`config.mk`:
```
export PLATFORM = sky130hd
export DESIGN_NAME = cnn_layer_accel_result_packer
export DESIGN_NICKNAME = d
export VERILOG_FILES = /design/src/rtl/cnn_layer_accel_result_packer_pkg.sv /design/src/rtl/cnn_layer_accel_result_packer.sv
export SDC_FILE = /design/constraint.sdc
export NUM_CORES = 1
export LEC_CHECK = 0
export ABC_AREA = 1
export CAP_MARGIN = 20
export CORE_MARGIN = 1
export CORE_UTILIZATION = 54
export DETAILED_ROUTE_END_ITERATION = 10
export DONT_BUFFER_PORTS = 1
export HOLD_SLACK_MARGIN = 0.12
export PLACE_DENSITY = 0.66
export SLEW_MARGIN = 20
export SYNTH_ARGS = -nofsm -noshare
export SYNTH_HDL_FRONTEND = slang
export SYNTH_SLANG_ARGS = --single-unit
```
`constraint.sdc`:
```
create_clock -name clk_if -period 4.5 [get_ports clk_if]
set_clock_uncertainty 0.15 [all_clocks]
set_input_delay 1.35 -clock clk_if [delete_from_list [all_inputs] [get_ports clk_if]]
set_output_delay 1.35 -clock clk_if [all_outputs]
set_load 0.05 [all_outputs]
```
`src/rtl/cnn_layer_accel_result_packer_pkg.sv`:
```
// Shared accelerator package for the result path.
// Holds the lane geometry of the packed output word and the packer FSM
// state encoding used by cnn_layer_accel_result_packer.
package cnn_layer_accel_result_packer_pkg;

    // One convolution result occupies one 16-bit lane of the output word.
    localparam int LANE_W    = 16;
    localparam int NUM_LANES = 8;
    localparam int WORD_W    = LANE_W * NUM_LANES;
    // Lane occupancy counters span 0..NUM_LANES inclusive.
    localparam int CNT_W     = 4;
    localparam int WCNT_W    = 16;

    typedef enum logic [1:0] {
        ST_ACCUM = 2'd0,
        ST_FLUSH = 2'd1,
        ST_DONE  = 2'd2
    } packer_state_e;

endpackage

```
`src/rtl/cnn_layer_accel_result_packer.sv`:
```
// cnn_layer_accel_result_packer
// Packs a stream of 16-bit convolution results into 128-bit words
// (8 lanes, lane k in bits [16k+15:16k]) for the output write path.
//
//   state    | meaning
//   ---------+-----------------------------------------------------------
//   ST_ACCUM | accept results into the accumulator, hand off full words
//   ST_FLUSH | job ended: push out a pending full word, then the partial
//   ST_DONE  | wait for the holding register to drain, pulse flush_done
//
// Ports
//   clk_if        in   clock for all logic
//   rst           in   asynchronous, active-low reset
//   result_valid  in   result present on result_data
//   result_accept out  packer takes the result this cycle
//   result_data   in   16-bit result
//   flush         in   one-cycle end-of-job pulse
//   packed_valid  out  packed word present
//   packed_ready  in   downstream takes the word
//   packed_data   out  packed word, unused lanes zero
//   packed_count  out  number of valid lanes (1..8)
//   packed_last   out  final word of the job
//   flush_done    out  one-cycle pulse once the job output has drained
//   word_count    out  words handed off since the last flush_done (saturating)
module cnn_layer_accel_result_packer
    import cnn_layer_accel_result_packer_pkg::*;
#(
    parameter int C_NUM_LANES = NUM_LANES
) (
    input  logic                          clk_if,
    input  logic                          rst,
    input  logic                          result_valid,
    output logic                          result_accept,
    input  logic [LANE_W-1:0]             result_data,
    input  logic                          flush,
    output logic                          packed_valid,
    input  logic                          packed_ready,
    output logic [C_NUM_LANES*LANE_W-1:0] packed_data,
    output logic [CNT_W-1:0]              packed_count,
    output logic                          packed_last,
    output logic                          flush_done,
    output logic [WCNT_W-1:0]             word_count
);

    localparam int              DW       = C_NUM_LANES * LANE_W;
    localparam int              IDX_W    = $clog2(C_NUM_LANES);
    localparam logic [CNT_W-1:0] FULL_CNT = CNT_W'(C_NUM_LANES);
    localparam logic [CNT_W-1:0] LAST_IDX = CNT_W'(C_NUM_LANES - 1);

    packer_state_e      state_q, state_d;
    logic [DW-1:0]      acc_data_q, acc_data_d;
    logic [CNT_W-1:0]   acc_cnt_q, acc_cnt_d;
    logic [DW-1:0]      out_data_q, out_data_d;
    logic [CNT_W-1:0]   out_cnt_q, out_cnt_d;
    logic               out_last_q, out_last_d;
    logic               out_valid_q, out_valid_d;
    logic               flush_done_q, flush_done_d;
    logic [WCNT_W-1:0]  word_count_q, word_count_d;

    logic               hold_free;
    logic               drain;
    logic               take;
    logic               acc_full;
    logic [IDX_W-1:0]   lane_idx;
    logic [DW-1:0]      acc_wr;

    // Accept depends only on registered state so the upstream never sees
    // a combinational path from packed_ready.
    assign result_accept = (state_q == ST_ACCUM) && (acc_cnt_q < FULL_CNT);

    assign hold_free = !out_valid_q || packed_ready;
    assign drain     = out_valid_q && packed_ready;
    assign take      = result_valid && result_accept;
    assign acc_full  = (acc_cnt_q == FULL_CNT);
    assign lane_idx  = acc_cnt_q[IDX_W-1:0];

    always_comb begin
        state_d      = state_q;
        acc_data_d   = acc_data_q;
        acc_cnt_d    = acc_cnt_q;
        out_data_d   = out_data_q;
        out_cnt_d    = out_cnt_q;
        out_last_d   = out_last_q;
        out_valid_d  = out_valid_q;
        flush_done_d = 1'b0;
        word_count_d = word_count_q;

        // Accumulator contents with the incoming result dropped into the
        // next free lane; only used when a result is actually taken.
        acc_wr = acc_data_q;
        acc_wr[lane_idx*LANE_W +: LANE_W] = result_data;

        // A load below overrides this clear when the register refills on
        // the same edge it drains.
        if (drain) begin
            out_valid_d = 1'b0;
            if (word_count_q != '1) begin
                word_count_d = word_count_q + 1'b1;
            end
        end

        case (state_q)
            ST_ACCUM: begin
                if (acc_full && hold_free) begin
                    out_data_d  = acc_data_q;
                    out_cnt_d   = FULL_CNT;
                    out_last_d  = 1'b0;
                    out_valid_d = 1'b1;
                    acc_data_d  = '0;
                    acc_cnt_d   = '0;
                end else if (take) begin
                    if ((acc_cnt_q == LAST_IDX) && hold_free) begin
                        // Bypass straight to the holding register so a
                        // full-rate stream never stalls on word boundaries.
                        out_data_d  = acc_wr;
                        out_cnt_d   = FULL_CNT;
                        out_last_d  = 1'b0;
                        out_valid_d = 1'b1;
                        acc_data_d  = '0;
                        acc_cnt_d   = '0;
                    end else begin
                        acc_data_d = acc_wr;
                        acc_cnt_d  = acc_cnt_q + 1'b1;
                    end
                end
                if (flush) begin
                    state_d = ST_FLUSH;
                end
            end

            ST_FLUSH: begin
                if (acc_full) begin
                    if (hold_free) begin
                        out_data_d  = acc_data_q;
                        out_cnt_d   = FULL_CNT;
                        out_last_d  = 1'b0;
                        out_valid_d = 1'b1;
                        acc_data_d  = '0;
                        acc_cnt_d   = '0;
                    end
                end else if (acc_cnt_q == '0) begin
                    state_d = ST_DONE;
                end else if (hold_free) begin
                    // Unused lanes are already zero: the accumulator is
                    // cleared every time a word leaves it.
                    out_data_d  = acc_data_q;
                    out_cnt_d   = acc_cnt_q;
                    out_last_d  = 1'b1;
                    out_valid_d = 1'b1;
                    acc_data_d  = '0;
                    acc_cnt_d   = '0;
                    state_d     = ST_DONE;
                end
            end

            ST_DONE: begin
                if (hold_free) begin
                    flush_done_d = 1'b1;
                    word_count_d = '0;
                    state_d      = ST_ACCUM;
                end
            end

            default: begin
                state_d = ST_ACCUM;
            end
        endcase
    end

    always_ff @(posedge clk_if or negedge rst) begin
        if (!rst) begin
            state_q      <= ST_ACCUM;
            acc_data_q   <= '0;
            acc_cnt_q    <= '0;
            out_data_q   <= '0;
            out_cnt_q    <= '0;
            out_last_q   <= 1'b0;
            out_valid_q  <= 1'b0;
            flush_done_q <= 1'b0;
            word_count_q <= '0;
        end else begin
            state_q      <= state_d;
            acc_data_q   <= acc_data_d;
            acc_cnt_q    <= acc_cnt_d;
            out_data_q   <= out_data_d;
            out_cnt_q    <= out_cnt_d;
            out_last_q   <= out_last_d;
            out_valid_q  <= out_valid_d;
            flush_done_q <= flush_done_d;
            word_count_q <= word_count_d;
        end
    end

    assign packed_valid = out_valid_q;
    assign packed_data  = out_data_q;
    assign packed_count = out_cnt_q;
    assign packed_last  = out_last_q;
    assign flush_done   = flush_done_q;
    assign word_count   = word_count_q;

endmodule

```
== Yosys cells after proc, flatten, opt, wreduce, memory -nomap -nowiden ==
Index checks and enable logic that the tools add are counted.

* Output and inout bits: 152
* Flip-flop bits (word level): 285

* Reduce and logical (&&, ||, !) cells: 14
* Shift-type cells: 2
* Add/sub/neg operators: 3
* Multiplexer cells: 58
* Order comparisons: 1
* Eq/ne operators: 13

{| class="wikitable"
|+ Operator list
! operator !! number
|-
| $mux W128 || 12
|-
| $pmux W128 S2 || 2
|-
| $bwmux W128 || 1
|-
| $shift A16 B34 Y128 const A || 1
|-
| $shiftx A16 B34 Y128 || 1
|-
| $mux W16 || 4
|-
| $mux W4 || 13
|-
| $neg A7 Y34 || 1
|-
| $add A16 B1 Y16 const B || 1
|-
| $mux W1 || 16
|-
| $ne A16 B16 Y1 const B || 1
|-
| $pmux W4 S2 || 2
|-
| $mux W2 || 5
|-
| $ne A3 B3 Y1 const B || 3
|-
| $reduce_and A4 Y1 || 2
|-
| $ne A2 B2 Y1 const B || 3
|-
| $pmux W2 S3 || 1
|-
| $reduce_and A6 Y1 || 1
|-
| $logic_and A1 B1 Y1 || 5
|-
| $add A4 B1 Y4 const B || 1
|-
| $eq A4 B3 Y1 const B || 1
|-
| $eq A4 B4 Y1 const B || 1
|-
| $logic_not A4 Y1 || 1
|-
| $lt A4 B4 Y1 const B || 1
|-
| other kinds (10) || 11
|}

== Longest topological paths before layout ==
Gate-level depths: netlist (run 1).

* Depth after elaboration: 7
* Gate-level depth with buffers: 14
* Mapped depth without buffers: 12

== Least setup slack after synthesis (run 1) ==
OpenSTA, ideal clock, no wires.

* Kind: register -> output
* Start: register state_q[1]
* End: output result_accept
* Arrival time: 1.294 ns
* Required time: 3.000 ns
* Slack: 1.706 ns
* Stages on the path, launching flop included: 4
* Cells stage by stage: dfrtp_1 -> nor2_1 -> inv_1 -> nor2_1

* Longest elaborated chain between the ends: 2

{| class="wikitable"
|+ RTL lines
! item !! RTL line !! RTL
|-
| from (decl) || cnn_layer_accel_result_packer.sv:50 || <nowiki>packer_state_e state_q, state_d;</nowiki>
|-
| from (signal assigned) || cnn_layer_accel_result_packer.sv:182 || <nowiki>state_q <= state_d;</nowiki>
|-
| $logic_not A2 Y1 || cnn_layer_accel_result_packer.sv:69 || <nowiki>assign result_accept = (state_q == ST_ACCUM) && (acc_cnt_q < FULL_CNT);</nowiki>
|-
| $logic_and A1 B1 Y1 || cnn_layer_accel_result_packer.sv:69 ||
|-
| to (decl) || cnn_layer_accel_result_packer.sv:33 || <nowiki>output logic result_accept,</nowiki>
|}

Every way passes these cells.

== Worst setup path in the final report (run 1) ==
* Start: register acc_cnt_q[1]
* End: register out_data_q[74], in the netlist packed_data[74]

* Longest elaborated chain between the ends: 7
* Elaborated cells on any way between the ends: 21

{| class="wikitable"
|+ RTL lines
! item !! RTL line !! RTL
|-
| from (decl) || cnn_layer_accel_result_packer.sv:52 || <nowiki>logic [CNT_W-1:0] acc_cnt_q, acc_cnt_d;</nowiki>
|-
| from (signal assigned) || cnn_layer_accel_result_packer.sv:184 || <nowiki>acc_cnt_q <= acc_cnt_d;</nowiki>
|-
| $neg A7 Y34 || cnn_layer_accel_result_packer.sv:91 || <nowiki>acc_wr[lane_idx*LANE_W +: LANE_W] = result_data;</nowiki>
|-
| $shiftx A16 B34 Y128 / $shift A16 B34 Y128 (equally long branches) || cnn_layer_accel_result_packer.sv:91 ||
|-
| $bwmux W128 || cnn_layer_accel_result_packer.sv:91 ||
|-
| $mux W128 || cnn_layer_accel_result_packer.sv:112 || <nowiki>if ((acc_cnt_q == LAST_IDX) && hold_free) begin</nowiki>
|-
| $mux W128 || cnn_layer_accel_result_packer.sv:111 || <nowiki>end else if (take) begin</nowiki>
|-
| $mux W128 || cnn_layer_accel_result_packer.sv:104 || <nowiki>if (acc_full && hold_free) begin</nowiki>
|-
| $pmux W128 S2 || cnn_layer_accel_result_packer.sv:102 || <nowiki>case (state_q)</nowiki>
|-
| to (signal assigned) || cnn_layer_accel_result_packer.sv:185 || <nowiki>out_data_q <= out_data_d;</nowiki>
|-
| to (decl) || cnn_layer_accel_result_packer.sv:53 || <nowiki>logic [DW-1:0] out_data_q, out_data_d;</nowiki>
|}

Several ways; a longest one is shown, not always the timed one. The select of a mux whose other input is x is not followed.
A chain may end at the register's enable or synchronous reset.

==> results of run 1 <==
==> registers in the layout, summed over array words and instances, names as in the netlist <==
signal,flops
packed_last,1
packed_data,128
acc_cnt_q,4
packed_valid,1
word_count,16
acc_data_q,128
state_q,2
packed_count,4
flush_done,1
==> routing by layer <==
metal | vias up | wire length (um)
met1 | 6473 | 20100
met5 | - | 0
met4 | 0 | 1130
met2 | 512 | 18800
met3 | 69 | 3620
li1 | 6619 | -
==> report_power, final <==
part / total [uW] / switching (uW) / internal (uW)
logic: 6210 / 4680 / 1530
registers: 5730 / 2300 / 3430
clock network: 2660 / 1080 / 1570
total: 14600 / 8060 / 6530
==> metrics by stage <==
| stage | instances | total power, uW | hold slack, ps |
|---|---|---|---|
| 6_report | 2446 | 14600 | 315 |
| 5_1_grt | 2446 | 15600 | 302 |
| 4_1_cts | 2446 | 14600 | 304 |
| 3_5_place_dp | 2388 | 11900 | 323 |
| 3_3_place_gp | 2388 | 11800 | 316 |
| 2_1_floorplan | 2129 | 10400 | 303 |
==> cell type report <==
| cell class | instances | area share |
|---|---|---|
| clock inverters | 11 | 0.00882 |
| repair buffers | 22 | 0.0132 |
| clock buffers | 47 | 0.0561 |
| multi-input cells | 1518 | 0.413 |
| flip-flops and latches | 285 | 0.437 |
| well taps | 378 | 0.0290 |
| inverters | 185 | 0.0428 |
==> worst reg2reg max path: cells and delay by family, from the launching register on <==
family,cells,cell delay (ps)
AO/OA/AOI/OAI,1,520
adder cells (fa/ha/maj),2,1050
buffers and inverters,3,600
flip-flops,1,450
AND/OR/NAND/NOR,6,1130
==> path summary, 6_finish.rpt <==
check	slack [ps]	endpoint	from
setup / recovery	540	packed_data[74]$_DFFE_PN0P_	acc_cnt_q[1]$_DFFE_PN0P_
hold / removal	310	packed_count[3]$_DFFE_PN0P_	rst
setup reg to reg	540	packed_data[74]$_DFFE_PN0P_	acc_cnt_q[1]$_DFFE_PN0P_
hold reg to reg	340	acc_data_q[71]$_DFFE_PN0P_	acc_data_q[71]$_DFFE_PN0P_
max in group asynchronous	3340	acc_data_q[27]$_DFFE_PN0P_	rst
min in group clk_if	340	acc_data_q[71]$_DFFE_PN0P_	acc_data_q[71]$_DFFE_PN0P_
==> cell usage in the layout (no fill, tap or decap), drive strengths merged <==
cell type and n:
dfrtp 285, nor3 7, nand2 867, a31oi 2, nand3 130, clkinvlp 1
nor2 71, o21ai 322, buf 22, and3 1, ha 5, nand4 68
a21oi 14, clkbuf 47, nand3b 31, clkinv 7, bufinv 3, inv 185
==> kinds of logic after synthesis <==
logic type	count (synthesis)	synth area share
AO/OA/AOI/OAI	338	0.111
adder cells (fa/ha/maj)	5	0.00410
buffers and inverters	326	0.0910
flip-flops	285	0.468
AND/OR/NAND/NOR	1175	0.326
==> impl_metrics.prom, run 1 <==
# TYPE chip_impl_metric gauge
chip_impl_metric{name="postPlaceCellArea",unit="um2"} 15300
chip_impl_metric{name="std_cell_rows",unit=""} 61
chip_impl_info{name="yosys.cell_count.top_type",value="nand2_1"} 1
chip_impl_metric{name="core",unit="um2"} 27800
chip_impl_metric{name="synth_cell_types",unit=""} 31
chip_impl_metric{name="synth_seq_area_share",unit=""} 0.468
chip_impl_metric{name="dieWidth",unit="um"} 170
chip_impl_metric{name="path_max_fanout",unit=""} 22
chip_impl_metric{name="clock_tree.htree_level_count",unit=""} 1
chip_impl_metric{name="power-per-cell-area",unit="nW/um2"} 894
chip_impl_metric{name="final.min_clock_period",unit="ps"} 3960
chip_impl_metric{name="n_fill_cell",unit=""} 2643
chip_impl_metric{name="gr-usage-all-layers",unit=""} 0.305
chip_impl_info{name="netlist.top_cell.by_area",value="dfrtp_1"} 1
chip_impl_info{name="most_instantiated_cells_after_synthesis",value="nand2_1 (862), dfrtp_1 (285), o21ai_0 (273), inv_1 (172), nand3_1 (126)"} 1
chip_impl_metric{name="async_reset_ff_frac",unit=""} 1.00
chip_impl_metric{name="area_growth_syn_to_layout",unit="%"} 7.06
chip_impl_metric{name="post_cts_hold_buffer_count",unit=""} 0
chip_impl_metric{name="cts_inserted_buffers",unit=""} 31
chip_impl_metric{name="worst_ep_arrival_time",unit="ps"} 4310
chip_impl_metric{name="post_cts_setup_buffer_count",unit=""} 0
chip_impl_info{name="clock_tree.root_cell",value="clkbuf_16"} 1
chip_impl_metric{name="maxCapViolCount",unit=""} 0
chip_impl_metric{name="pin_count_of_the_biggest_net_entering_global_routing",unit=""} 286
chip_impl_metric{name="tritoncts_num_sinks",unit=""} 285
chip_impl_metric{name="grt_util_met3",unit=""} 0.0556
chip_impl_info{name="synthFlopType",value="dfrtp_1"} 1
chip_impl_metric{name="routed_via_density",unit=""} 5.59
chip_impl_metric{name="leakagePower",unit="uW"} 0.00875
chip_impl_metric{name="antenna_violations_before_repair",unit=""} 0
chip_impl_metric{name="layout.nets",unit=""} 2069
chip_impl_info{name="critical-path-top-cell-by-count",value="nand2_1"} 1
chip_impl_info{name="netlist_top_cells_area",value="dfrtp_1 (47%), nand2_1 (21%), o21ai_0 (9.0%), inv_1 (4.2%), nand3_1 (4.1%)"} 1
chip_impl_info{name="timing_worst_setup_path_type",value="reg -> reg"} 1
chip_impl_info{name="cp-end-kind",value="flop"} 1
chip_impl_metric{name="synth_cells",unit=""} 2129
chip_impl_info{name="cpLargestDelayFamily",value="simple AND/OR/NAND/NOR gates"} 1
chip_impl_metric{name="setup-violations-final",unit=""} 0
chip_impl_metric{name="i_o_buffers",unit=""} 0
chip_impl_info{name="hold_class",value="in -> async"} 1
chip_impl_metric{name="synth_edf_count",unit=""} 0
chip_impl_metric{name="ff2ff_path_depth",unit=""} 12
chip_impl_metric{name="initial_utilization",unit=""} 0.549
chip_impl_metric{name="drc",unit=""} 0
chip_impl_metric{name="ctsLongestPathBuffers",unit=""} 3
chip_impl_metric{name="final_layout_size_suffix_gt1_frac",unit=""} 0.0488
chip_impl_metric{name="worst_slew_margin_rel",unit=""} 0.280
chip_impl_metric{name="use_met2",unit=""} 0.441
chip_impl_metric{name="first_pass_grt_wire_length",unit="mm"} 70.1
chip_impl_metric{name="die_y_extent",unit="um"} 170
chip_impl_metric{name="final.setup.worst_slack",unit="ps"} 538
chip_impl_info{name="grt-busiest-layer",value="met1"} 1
chip_impl_metric{name="critPathRequiredTime",unit="ps"} 4850
chip_impl_metric{name="multi_input_comb_area",unit="um2"} 6740
chip_impl_metric{name="totalWireLength",unit="mm"} 43.7
chip_impl_metric{name="yosys_warnings",unit=""} 0
chip_impl_metric{name="pin_count",unit=""} 173
chip_impl_metric{name="sequential_cell_area",unit="um2"} 7130
chip_impl_info{name="tritoncts",value="built"} 1
chip_impl_metric{name="timing.critical_path.buf_inv",unit=""} 3
chip_impl_metric{name="wl_per_cell",unit="um"} 17.8
chip_impl_metric{name="initialDrtViolationCount",unit=""} 1611
chip_impl_metric{name="irDropWorstVdd",unit="mV"} 0.945
chip_impl_info{name="worst_setup_path_start_kind",value="flop"} 1
chip_impl_metric{name="design_area",unit="um2"} 16300
chip_impl_metric{name="ys_ff_latch",unit=""} 285
chip_impl_metric{name="postLayoutCoreUtil",unit=""} 0.587
chip_impl_info{name="outcome",value="finished, final reports clean"} 1
chip_impl_info{name="path_cells",value="inv_1 -> ha_1 -> ha_1 -> inv_2 -> nor2_1 -> buf_4 -> nand3_1 -> o21ai_0 -> nand2_1 -> nand2_1 -> nand2_1 -> nand2_1"} 1
chip_impl_metric{name="dr_total_vias",unit=""} 13673
chip_impl_metric{name="post_synth_instance_area",unit="um2"} 15200
chip_impl_metric{name="antennaDiodeCount",unit=""} 0
chip_impl_metric{name="cts.reportedPaths.clkPinSlew",unit="ps"} 60
chip_impl_metric{name="final-max-slew-violation-count",unit=""} 0
chip_impl_metric{name="grt_util_met1",unit=""} 0.462
chip_impl_metric{name="clkLatencyLatePin",unit="ps"} 580
chip_impl_metric{name="worst_path_largest_cell_delay",unit="ps"} 780
chip_impl_metric{name="first_global_vias",unit=""} 12614
chip_impl_metric{name="final_min_period_over_clock_period",unit=""} 0.880
chip_impl_metric{name="dr.pass1.iters",unit=""} 5
chip_impl_metric{name="floorplan.die_area",unit="um2"} 28900
chip_impl_metric{name="detailedPlace.worstSlack",unit="ps"} 674
chip_impl_metric{name="final_antenna_net_count",unit=""} 0
chip_impl_metric{name="placer_congestion",unit=""} 0.833
chip_impl_info{name="rsz0062_at_grt",value="no"} 1
chip_impl_metric{name="crit_cells",unit=""} 12
chip_impl_metric{name="cts_resized",unit=""} 0
chip_impl_metric{name="synth_nets",unit=""} 2155
chip_impl_metric{name="place.detailed.hpwl",unit="mm"} 26.9
chip_impl_metric{name="syn_avg_cell_area",unit="um2"} 7.16
chip_impl_metric{name="finalHoldViolations",unit=""} 0
chip_impl_metric{name="fin_tns_setup",unit="ps"} 0
chip_impl_metric{name="grt_remaining_overflow",unit=""} 0
chip_impl_metric{name="worst_slew_pin_slew",unit="ps"} 1080
chip_impl_metric{name="synthDominantCellAreaShare",unit=""} 0.468
chip_impl_info{name="critical_path.slowest_cell",value="ha_1"} 1
chip_impl_metric{name="fmaxAchievable",unit="MHz"} 252
(Power assumes the default switching activity.)
==> inputs of run 2 (changes only) <==
--- a/config.mk
+++ b/config.mk
@@ -8,11 +8,11 @@
 export ABC_AREA = 1
 export CAP_MARGIN = 20
 export CORE_MARGIN = 1
-export CORE_UTILIZATION = 54
+export CORE_UTILIZATION = 45
 export DETAILED_ROUTE_END_ITERATION = 10
 export DONT_BUFFER_PORTS = 1
 export HOLD_SLACK_MARGIN = 0.12
-export PLACE_DENSITY = 0.66
+export PLACE_DENSITY = 0.57
 export SLEW_MARGIN = 20
 export SYNTH_ARGS = -nofsm -noshare
 export SYNTH_HDL_FRONTEND = slang
==> run 2 against run 1 <==
Against the previous run:
- utilization fell by 9.4 points
- via count fell by 0.46%
- wire length rose by 3.0%
- worst hold slack improved by 18 ps
- die area rose by 20%
- non-clock buffer count rose by 2
- register-to-register slack improved by 390 ps
- total power rose by 1.2%
- combinational power rose by 0.6%
- critical path type unchanged
==> impl_metrics.prom, run 2 (synthesis results as in run 1) <==
# TYPE chip_impl_metric gauge
chip_impl_metric{name="first_global_vias",unit=""} 12398
chip_impl_metric{name="place.detailed.hpwl",unit="mm"} 28.4
chip_impl_metric{name="grt_remaining_overflow",unit=""} 0
chip_impl_metric{name="final_min_period_over_clock_period",unit=""} 0.795
chip_impl_metric{name="core",unit="um2"} 33400
chip_impl_metric{name="critPathRequiredTime",unit="ps"} 4750
chip_impl_metric{name="placer_congestion",unit=""} 0.836
chip_impl_metric{name="fmaxAchievable",unit="MHz"} 280
chip_impl_metric{name="cts_inserted_buffers",unit=""} 34
chip_impl_metric{name="clkLatencyLatePin",unit="ps"} 520
chip_impl_metric{name="post_cts_setup_buffer_count",unit=""} 0
chip_impl_info{name="r2r_start",value="acc_cnt_q[1]$_DFFE_PN0P_"} 1
chip_impl_metric{name="final_layout_size_suffix_gt1_frac",unit=""} 0.0531
chip_impl_metric{name="dr.pass1.iters",unit=""} 5
chip_impl_info{name="outcome",value="finished, final reports clean"} 1
chip_impl_metric{name="gr-usage-all-layers",unit=""} 0.262
chip_impl_metric{name="postPlaceCellArea",unit="um2"} 15400
chip_impl_metric{name="dieWidth",unit="um"} 186
chip_impl_info{name="path_cells",value="inv_1 -> ha_1 -> ha_1 -> nand3_1 -> buf_4 -> o21ai_0 -> o21ai_0 -> nand2_1 -> nand2_1"} 1
chip_impl_info{name="tritoncts",value="built"} 1
chip_impl_metric{name="wl_per_cell",unit="um"} 17.8
chip_impl_info{name="cpLargestDelayFamily",value="adder cells"} 1
chip_impl_metric{name="die_y_extent",unit="um"} 186
chip_impl_info{name="mostFrequentLayoutCells",value="nand2_1 (862), dfrtp_1 (285), o21ai_0 (273)"} 1
chip_impl_metric{name="fin_tns_setup",unit="ps"} 0
chip_impl_metric{name="ff2ff_path_depth",unit=""} 9
chip_impl_metric{name="setup-violations-final",unit=""} 0
chip_impl_info{name="min-delay-start",value="acc_data_q[72]$_DFFE_PN0P_"} 1
chip_impl_metric{name="pin_count",unit=""} 173
chip_impl_metric{name="routed_via_density",unit=""} 5.40
chip_impl_info{name="worst_setup_path_start_kind",value="flop"} 1
chip_impl_metric{name="finalHoldViolations",unit=""} 0
chip_impl_metric{name="initial_utilization",unit=""} 0.456
chip_impl_metric{name="worst_ep_arrival_time",unit="ps"} 3830
chip_impl_metric{name="timing.reg2reg.setup_slack",unit="ps"} 920
chip_impl_metric{name="worst_path_largest_cell_delay",unit="ps"} 750
chip_impl_metric{name="drc",unit=""} 0
chip_impl_metric{name="first_pass_grt_wire_length",unit="mm"} 71.0
chip_impl_metric{name="clock_tree.htree_level_count",unit=""} 2
chip_impl_metric{name="ctsLongestPathBuffers",unit=""} 3
chip_impl_metric{name="maxCapViolCount",unit=""} 0
chip_impl_metric{name="initialDrtViolationCount",unit=""} 1157
chip_impl_metric{name="final.min_clock_period",unit="ps"} 3580
chip_impl_metric{name="totalWireLength",unit="mm"} 45.0
chip_impl_metric{name="dr_total_vias",unit=""} 13610
chip_impl_info{name="critical_path.slowest_cell",value="ha_1"} 1
chip_impl_metric{name="placed_cells_incl_taps",unit=""} 2460
chip_impl_metric{name="worst_slew_pin_slew",unit="ps"} 1010
chip_impl_metric{name="floorplan.die_area",unit="um2"} 34600
chip_impl_metric{name="power-per-cell-area",unit="nW/um2"} 895
chip_impl_metric{name="antenna_violations_before_repair",unit=""} 0
chip_impl_info{name="timing_worst_setup_path_type",value="reg -> reg"} 1
chip_impl_metric{name="tritoncts_num_sinks",unit=""} 285
chip_impl_metric{name="irDropWorstVdd",unit="mV"} 0.759
chip_impl_metric{name="area_growth_syn_to_layout",unit="%"} 8.27
chip_impl_metric{name="cts.reportedPaths.clkPinSlew",unit="ps"} 60
chip_impl_info{name="cp-end-kind",value="flop"} 1
chip_impl_metric{name="timing.critical_path.buf_inv",unit=""} 2
chip_impl_metric{name="path_max_fanout",unit=""} 21
chip_impl_info{name="crit-reg2reg-capture",value="packed_data[25]$_DFFE_PN0P_"} 1
chip_impl_metric{name="final_antenna_net_count",unit=""} 0
chip_impl_info{name="hold_class",value="reg -> reg"} 1
chip_impl_metric{name="post_cts_hold_buffer_count",unit=""} 0
chip_impl_info{name="clock_tree.root_cell",value="clkbuf_16"} 1
chip_impl_info{name="rsz0062_at_grt",value="no"} 1
chip_impl_info{name="layout.cells.most_common",value="nand2_1"} 1
chip_impl_metric{name="cts_resized",unit=""} 0
chip_impl_info{name="whs_endpoint",value="acc_data_q[72]$_DFFE_PN0P_"} 1
chip_impl_metric{name="worst_hold_path.num_cells",unit=""} 2
chip_impl_metric{name="power",unit="uW"} 14800
chip_impl_metric{name="final-max-slew-violation-count",unit=""} 0
chip_impl_metric{name="layout.nets",unit=""} 2074
chip_impl_metric{name="i_o_buffers",unit=""} 0
chip_impl_metric{name="antennaDiodeCount",unit=""} 0
chip_impl_metric{name="pin_count_of_the_biggest_net_entering_global_routing",unit=""} 286
chip_impl_metric{name="leakagePower",unit="uW"} 0.00881
chip_impl_metric{name="design_area",unit="um2"} 16500
chip_impl_metric{name="n_fill_cell",unit=""} 3304
chip_impl_metric{name="worst_slew_margin_rel",unit=""} 0.323
chip_impl_metric{name="std_cell_rows",unit=""} 67
chip_impl_metric{name="instances_no_fill",unit=""} 2521
[run 2: changes by cell type in the layout (fill, tap and decap cells not counted), sizes merged]
cell and delta:
buf +2, bufinv -1, clkbuf -1, clkinv +7
inv -2
[run 2: layout make-up]
type / count / area [um2] / area share
Clock buffer: 46 / 1010 / 0.0612
Clock inverter: 15 / 128 / 0.00773
Inverter: 185 / 698 / 0.0423
Multi-Input combinational cell: 1518 / 6740 / 0.409
Sequential cell: 285 / 7130 / 0.432
Tap cell: 448 / 561 / 0.0340
Timing Repair Buffer: 24 / 234 / 0.0142
[run 2: worst min-delay path, stage by stage (launching register included)]
cell     delay (ps)
dfrtp_1         340
nand2_1          50
o21ai_0          50
[run 2: report_power, final]
group          internal [uW]  leakage [uW]  switching [uW]
clock                   1690      0.000572            1110
sequential              3430       0.00388            2290
combinational           1540       0.00436            4710
total                   6660       0.00881            8110
[run 2: worst max path at each step]
| stage | start | to | slack, ps | depth (start not counted) |
|---|---|---|---|---|
| floorplan | state_q[1]$_DFFE_PN0P_ | result_accept | 1710 | 3 |
| global placement | packed_ready | packed_data[22]$_DFFE_PN0P_ | 1020 | 8 |
| detailed placement | acc_cnt_q[1]$_DFFE_PN0P_ | packed_data[25]$_DFFE_PN0P_ | 970 | 9 |
| CTS | acc_cnt_q[1]$_DFFE_PN0P_ | packed_data[25]$_DFFE_PN0P_ | 950 | 9 |
| global route | acc_cnt_q[1]$_DFFE_PN0P_ | packed_data[25]$_DFFE_PN0P_ | 640 | 9 |
| finish | acc_cnt_q[1]$_DFFE_PN0P_ | packed_data[25]$_DFFE_PN0P_ | 920 | 9 |
[run 2: through the flow]
stage / setup slack, ps / util / hold WS [ps]
global placement: 1020 / 0.459 / 317
finish: 924 / 0.493 / 332
detailed placement: 975 / 0.459 / 324
CTS: 950 / 0.493 / 339
global route: 643 / 0.493 / 360
floorplan: 1710 / - / 303
[run 2: per-layer routing]
| metal | up-vias | GRT usage | routed length [um] |
|---|---|---|---|
| met5 | - | 0 | 0 |
| met4 | 0 | 0.0639 | 905 |
| met3 | 56 | 0.0468 | 3030 |
| met2 | 437 | 0.386 | 19500 |
| met1 | 6487 | 0.393 | 21500 |
| li1 | 6630 | - | - |
==> inputs of run 3 (changes only) <==
==> constraint.sdc (replaced) <==
create_clock -name clk_if -period 3.3 [get_ports clk_if]
set_clock_uncertainty 0.15 [all_clocks]
set_input_delay 0.99 -clock clk_if [delete_from_list [all_inputs] [get_ports clk_if]]
set_output_delay 0.99 -clock clk_if [all_outputs]
set_load 0.05 [all_outputs]
==> run 3 against run 2 <==
Against the previous run:
- via count barely moved
- wire length grew 4.0%
- flip-flop and latch count unchanged
- global-route usage increased by 1.1 points
- critical endpoint is now packed_data[20]$_DFFE_PN0P_
- design area grew 0.39%
- first-iteration DRC count up 23%
- worst setup slack got worse by 380 ps
- final cell count is 0.40% higher
- combinational power increased by 41%
==> impl_metrics.prom, run 3 (synthesis results as in run 1) <==
# TYPE chip_impl_metric gauge
chip_impl_info{name="outcome",value="finished, final reports clean"} 1
chip_impl_metric{name="pin_count_of_the_biggest_net_entering_global_routing",unit=""} 286
chip_impl_metric{name="std_cell_rows",unit=""} 67
chip_impl_metric{name="critPathRequiredTime",unit="ps"} 3590
chip_impl_metric{name="placer_congestion",unit=""} 0.805
chip_impl_metric{name="fin_tns_setup",unit="ps"} 0
chip_impl_metric{name="post_cts_setup_buffer_count",unit=""} 0
chip_impl_info{name="cp-end-kind",value="flop"} 1
chip_impl_metric{name="fmaxAchievable",unit="MHz"} 363
chip_impl_info{name="critical_path.endpoint",value="packed_data[20]$_DFFE_PN0P_"} 1
chip_impl_metric{name="reg_power_frac",unit=""} 0.382
chip_impl_info{name="path_cells",value="buf_4 -> ha_1 -> nand2_1 -> clkinv_1 -> nand3_2 -> nand3_1 -> nand2_4 -> nor2_8 -> buf_12 -> o21ai_0 -> nand2_1"} 1
chip_impl_metric{name="setup-violations-final",unit=""} 0
chip_impl_metric{name="dieWidth",unit="um"} 186
chip_impl_info{name="critical_path.slowest_cell",value="dfrtp_1"} 1
chip_impl_metric{name="floorplan.die_area",unit="um2"} 34600
chip_impl_info{name="layout.cells.most_common",value="nand2_1"} 1
chip_impl_metric{name="path_max_fanout",unit=""} 102
chip_impl_metric{name="antennaDiodeCount",unit=""} 0
chip_impl_metric{name="worst_hold_slack",unit="ps"} 34.1
chip_impl_info{name="mostFrequentLayoutCells",value="nand2_1 (862), dfrtp_1 (285), o21ai_0 (273)"} 1
chip_impl_metric{name="ff2ff_path_depth",unit=""} 11
chip_impl_metric{name="antenna_violations_before_repair",unit=""} 0
chip_impl_metric{name="postPlaceCellArea",unit="um2"} 15500
chip_impl_metric{name="worst_slew_pin_slew",unit="ps"} 828
chip_impl_metric{name="crit_cells",unit=""} 11
chip_impl_metric{name="power_report.internal_total",unit="uW"} 9140
chip_impl_metric{name="final_antenna_net_count",unit=""} 0
chip_impl_metric{name="clkLatencyLatePin",unit="ps"} 510
chip_impl_metric{name="initialDrtViolationCount",unit=""} 1420
chip_impl_metric{name="irDropWorstVdd",unit="mV"} 0.876
chip_impl_metric{name="sequential_cell_area",unit="um2"} 7130
chip_impl_metric{name="design_area",unit="um2"} 16600
chip_impl_metric{name="maxCapViolCount",unit=""} 0
chip_impl_metric{name="timing.critical_path.buf_inv",unit=""} 3
chip_impl_metric{name="gr-usage-all-layers",unit=""} 0.273
chip_impl_metric{name="cts.reportedPaths.clkPinSlew",unit="ps"} 50
chip_impl_info{name="tritoncts",value="built"} 1
chip_impl_metric{name="first_global_vias",unit=""} 12599
chip_impl_info{name="cpLargestDelayFamily",value="buffers and inverters"} 1
chip_impl_metric{name="leakagePower",unit="uW"} 0.00884
chip_impl_metric{name="power.share.combinational",unit=""} 0.434
chip_impl_metric{name="place.detailed.hpwl",unit="mm"} 28.2
chip_impl_info{name="crit-reg2reg-capture",value="packed_data[20]$_DFFE_PN0P_"} 1
chip_impl_info{name="critical-path-top-cell-by-count",value="nand2_1"} 1
chip_impl_metric{name="worst_path_largest_cell_delay",unit="ps"} 380
chip_impl_metric{name="worst_ep_arrival_time",unit="ps"} 3050
chip_impl_metric{name="first_pass_grt_wire_length",unit="mm"} 73.5
chip_impl_metric{name="ctsLongestPathBuffers",unit=""} 3
chip_impl_metric{name="worst_slew_margin_rel",unit=""} 0.448
chip_impl_info{name="rsz0062_at_grt",value="no"} 1
chip_impl_info{name="timing_worst_setup_path_type",value="reg -> reg"} 1
chip_impl_metric{name="final.setup.worst_slack",unit="ps"} 546
chip_impl_info{name="hold_class",value="in -> async"} 1
chip_impl_metric{name="switching_share",unit=""} 0.551
chip_impl_metric{name="finalHoldViolations",unit=""} 0
chip_impl_metric{name="tritoncts_num_sinks",unit=""} 285
chip_impl_metric{name="dr.pass1.iters",unit=""} 5
chip_impl_info{name="r2r_start",value="acc_cnt_q[0]$_DFFE_PN0P_"} 1
chip_impl_info{name="worst_setup_path_start_kind",value="flop"} 1
chip_impl_info{name="clock_tree.root_cell",value="clkbuf_16"} 1
chip_impl_metric{name="final.min_clock_period",unit="ps"} 2750
chip_impl_info{name="setup.worst_path.start",value="acc_cnt_q[0]$_DFFE_PN0P_"} 1
chip_impl_metric{name="final_min_period_over_clock_period",unit=""} 0.835
chip_impl_metric{name="power_frac_clock",unit=""} 0.184
chip_impl_metric{name="totalWireLength",unit="mm"} 46.8
chip_impl_metric{name="i_o_buffers",unit=""} 0
chip_impl_metric{name="multi_input_comb_area",unit="um2"} 6740
chip_impl_metric{name="die_y_extent",unit="um"} 186
chip_impl_metric{name="cts_inserted_buffers",unit=""} 35
chip_impl_metric{name="layout.nets",unit=""} 2087
chip_impl_metric{name="wl_per_cell",unit="um"} 18.5
chip_impl_metric{name="final_layout_size_suffix_gt1_frac",unit=""} 0.0542
chip_impl_metric{name="initial_utilization",unit=""} 0.456
chip_impl_metric{name="area_growth_syn_to_layout",unit="%"} 8.69
chip_impl_metric{name="timing.reg2reg.setup_slack",unit="ps"} 550
chip_impl_metric{name="switching_power",unit="uW"} 11200
chip_impl_metric{name="detailedPlace.worstSlack",unit="ps"} 475
chip_impl_metric{name="routed_via_density",unit=""} 5.38
chip_impl_metric{name="core",unit="um2"} 33400
chip_impl_metric{name="pin_count",unit=""} 173
chip_impl_metric{name="power-per-cell-area",unit="nW/um2"} 1230
chip_impl_metric{name="grt_remaining_overflow",unit=""} 0
chip_impl_metric{name="drc",unit=""} 0
chip_impl_metric{name="dr_total_vias",unit=""} 13608
chip_impl_metric{name="clock_tree.htree_level_count",unit=""} 2
chip_impl_metric{name="n_fill_cell",unit=""} 3288
chip_impl_metric{name="final-max-slew-violation-count",unit=""} 0
==> run 3: metal layers <==
layer	vias up	global-route usage	part of all wire
met1	6402	0.401	0.45
met2	491	0.401	0.43
met4	0	0.0698	0.022
li1	6656	-	-
met5	-	0	0
met3	59	0.0620	0.091
==> run 3: worst register-to-register path, stage by stage, from the launching register on <==
cell and delay (ps):
dfrtp_1 380, buf_4 320, ha_1 230, nand2_1 90, clkinv_1 90, nand3_2 110
nand3_1 170, nand2_4 100, nor2_8 130, buf_12 380, o21ai_0 430, nand2_1 120
==> run 3: final cells by class <==
| cell class | count | area share |
|---|---|---|
| Multi-Input combinational cell | 1518 | 0.407 |
| Timing Repair Buffer | 36 | 0.0201 |
| Inverter | 185 | 0.0421 |
| Tap cell | 448 | 0.0338 |
| Clock inverter | 2 | 0.000755 |
| Sequential cell | 285 | 0.430 |
| Clock buffer | 57 | 0.0658 |
==> run 3: per-stage QoR <==
stage          power [uW]  instances   util
6_report            20300       2531  0.495
5_1_grt             21900       2531  0.495
4_1_cts             20400       2531  0.495
3_5_place_dp        16600       2472  0.462
3_3_place_gp        16500       2472  0.462
2_1_floorplan       14200       2129      -
==> run 3: worst min path at each step <==
stage,to,cells past startpoint
2_1_floorplan,acc_data_q[48]$_DFFE_PN0P_,2
3_5_place_dp,acc_data_q[64]$_DFFE_PN0P_,2
6_report,packed_data[97]$_DFFE_PN0P_,0
3_3_place_gp,acc_data_q[64]$_DFFE_PN0P_,2
4_1_cts,packed_data[93]$_DFFE_PN0P_,0
5_1_grt,acc_data_q[89]$_DFFE_PN0P_,0
==> run 3: power groups by stage <==
stage	combinational, uW	sequential, uW	clock, uW
6_report	8830	7770	3740
5_1_grt	9950	7940	3970
4_1_cts	8820	7780	3830
3_5_place_dp	8790	7840	0
3_3_place_gp	8670	7810	0
2_1_floorplan	6630	7600	0
==> run 3: what timing repair did <==
action	CTS	global route
gates resized for setup	0	0
endpoints found under the hold margin	285	285
setup endpoints to repair	0	0
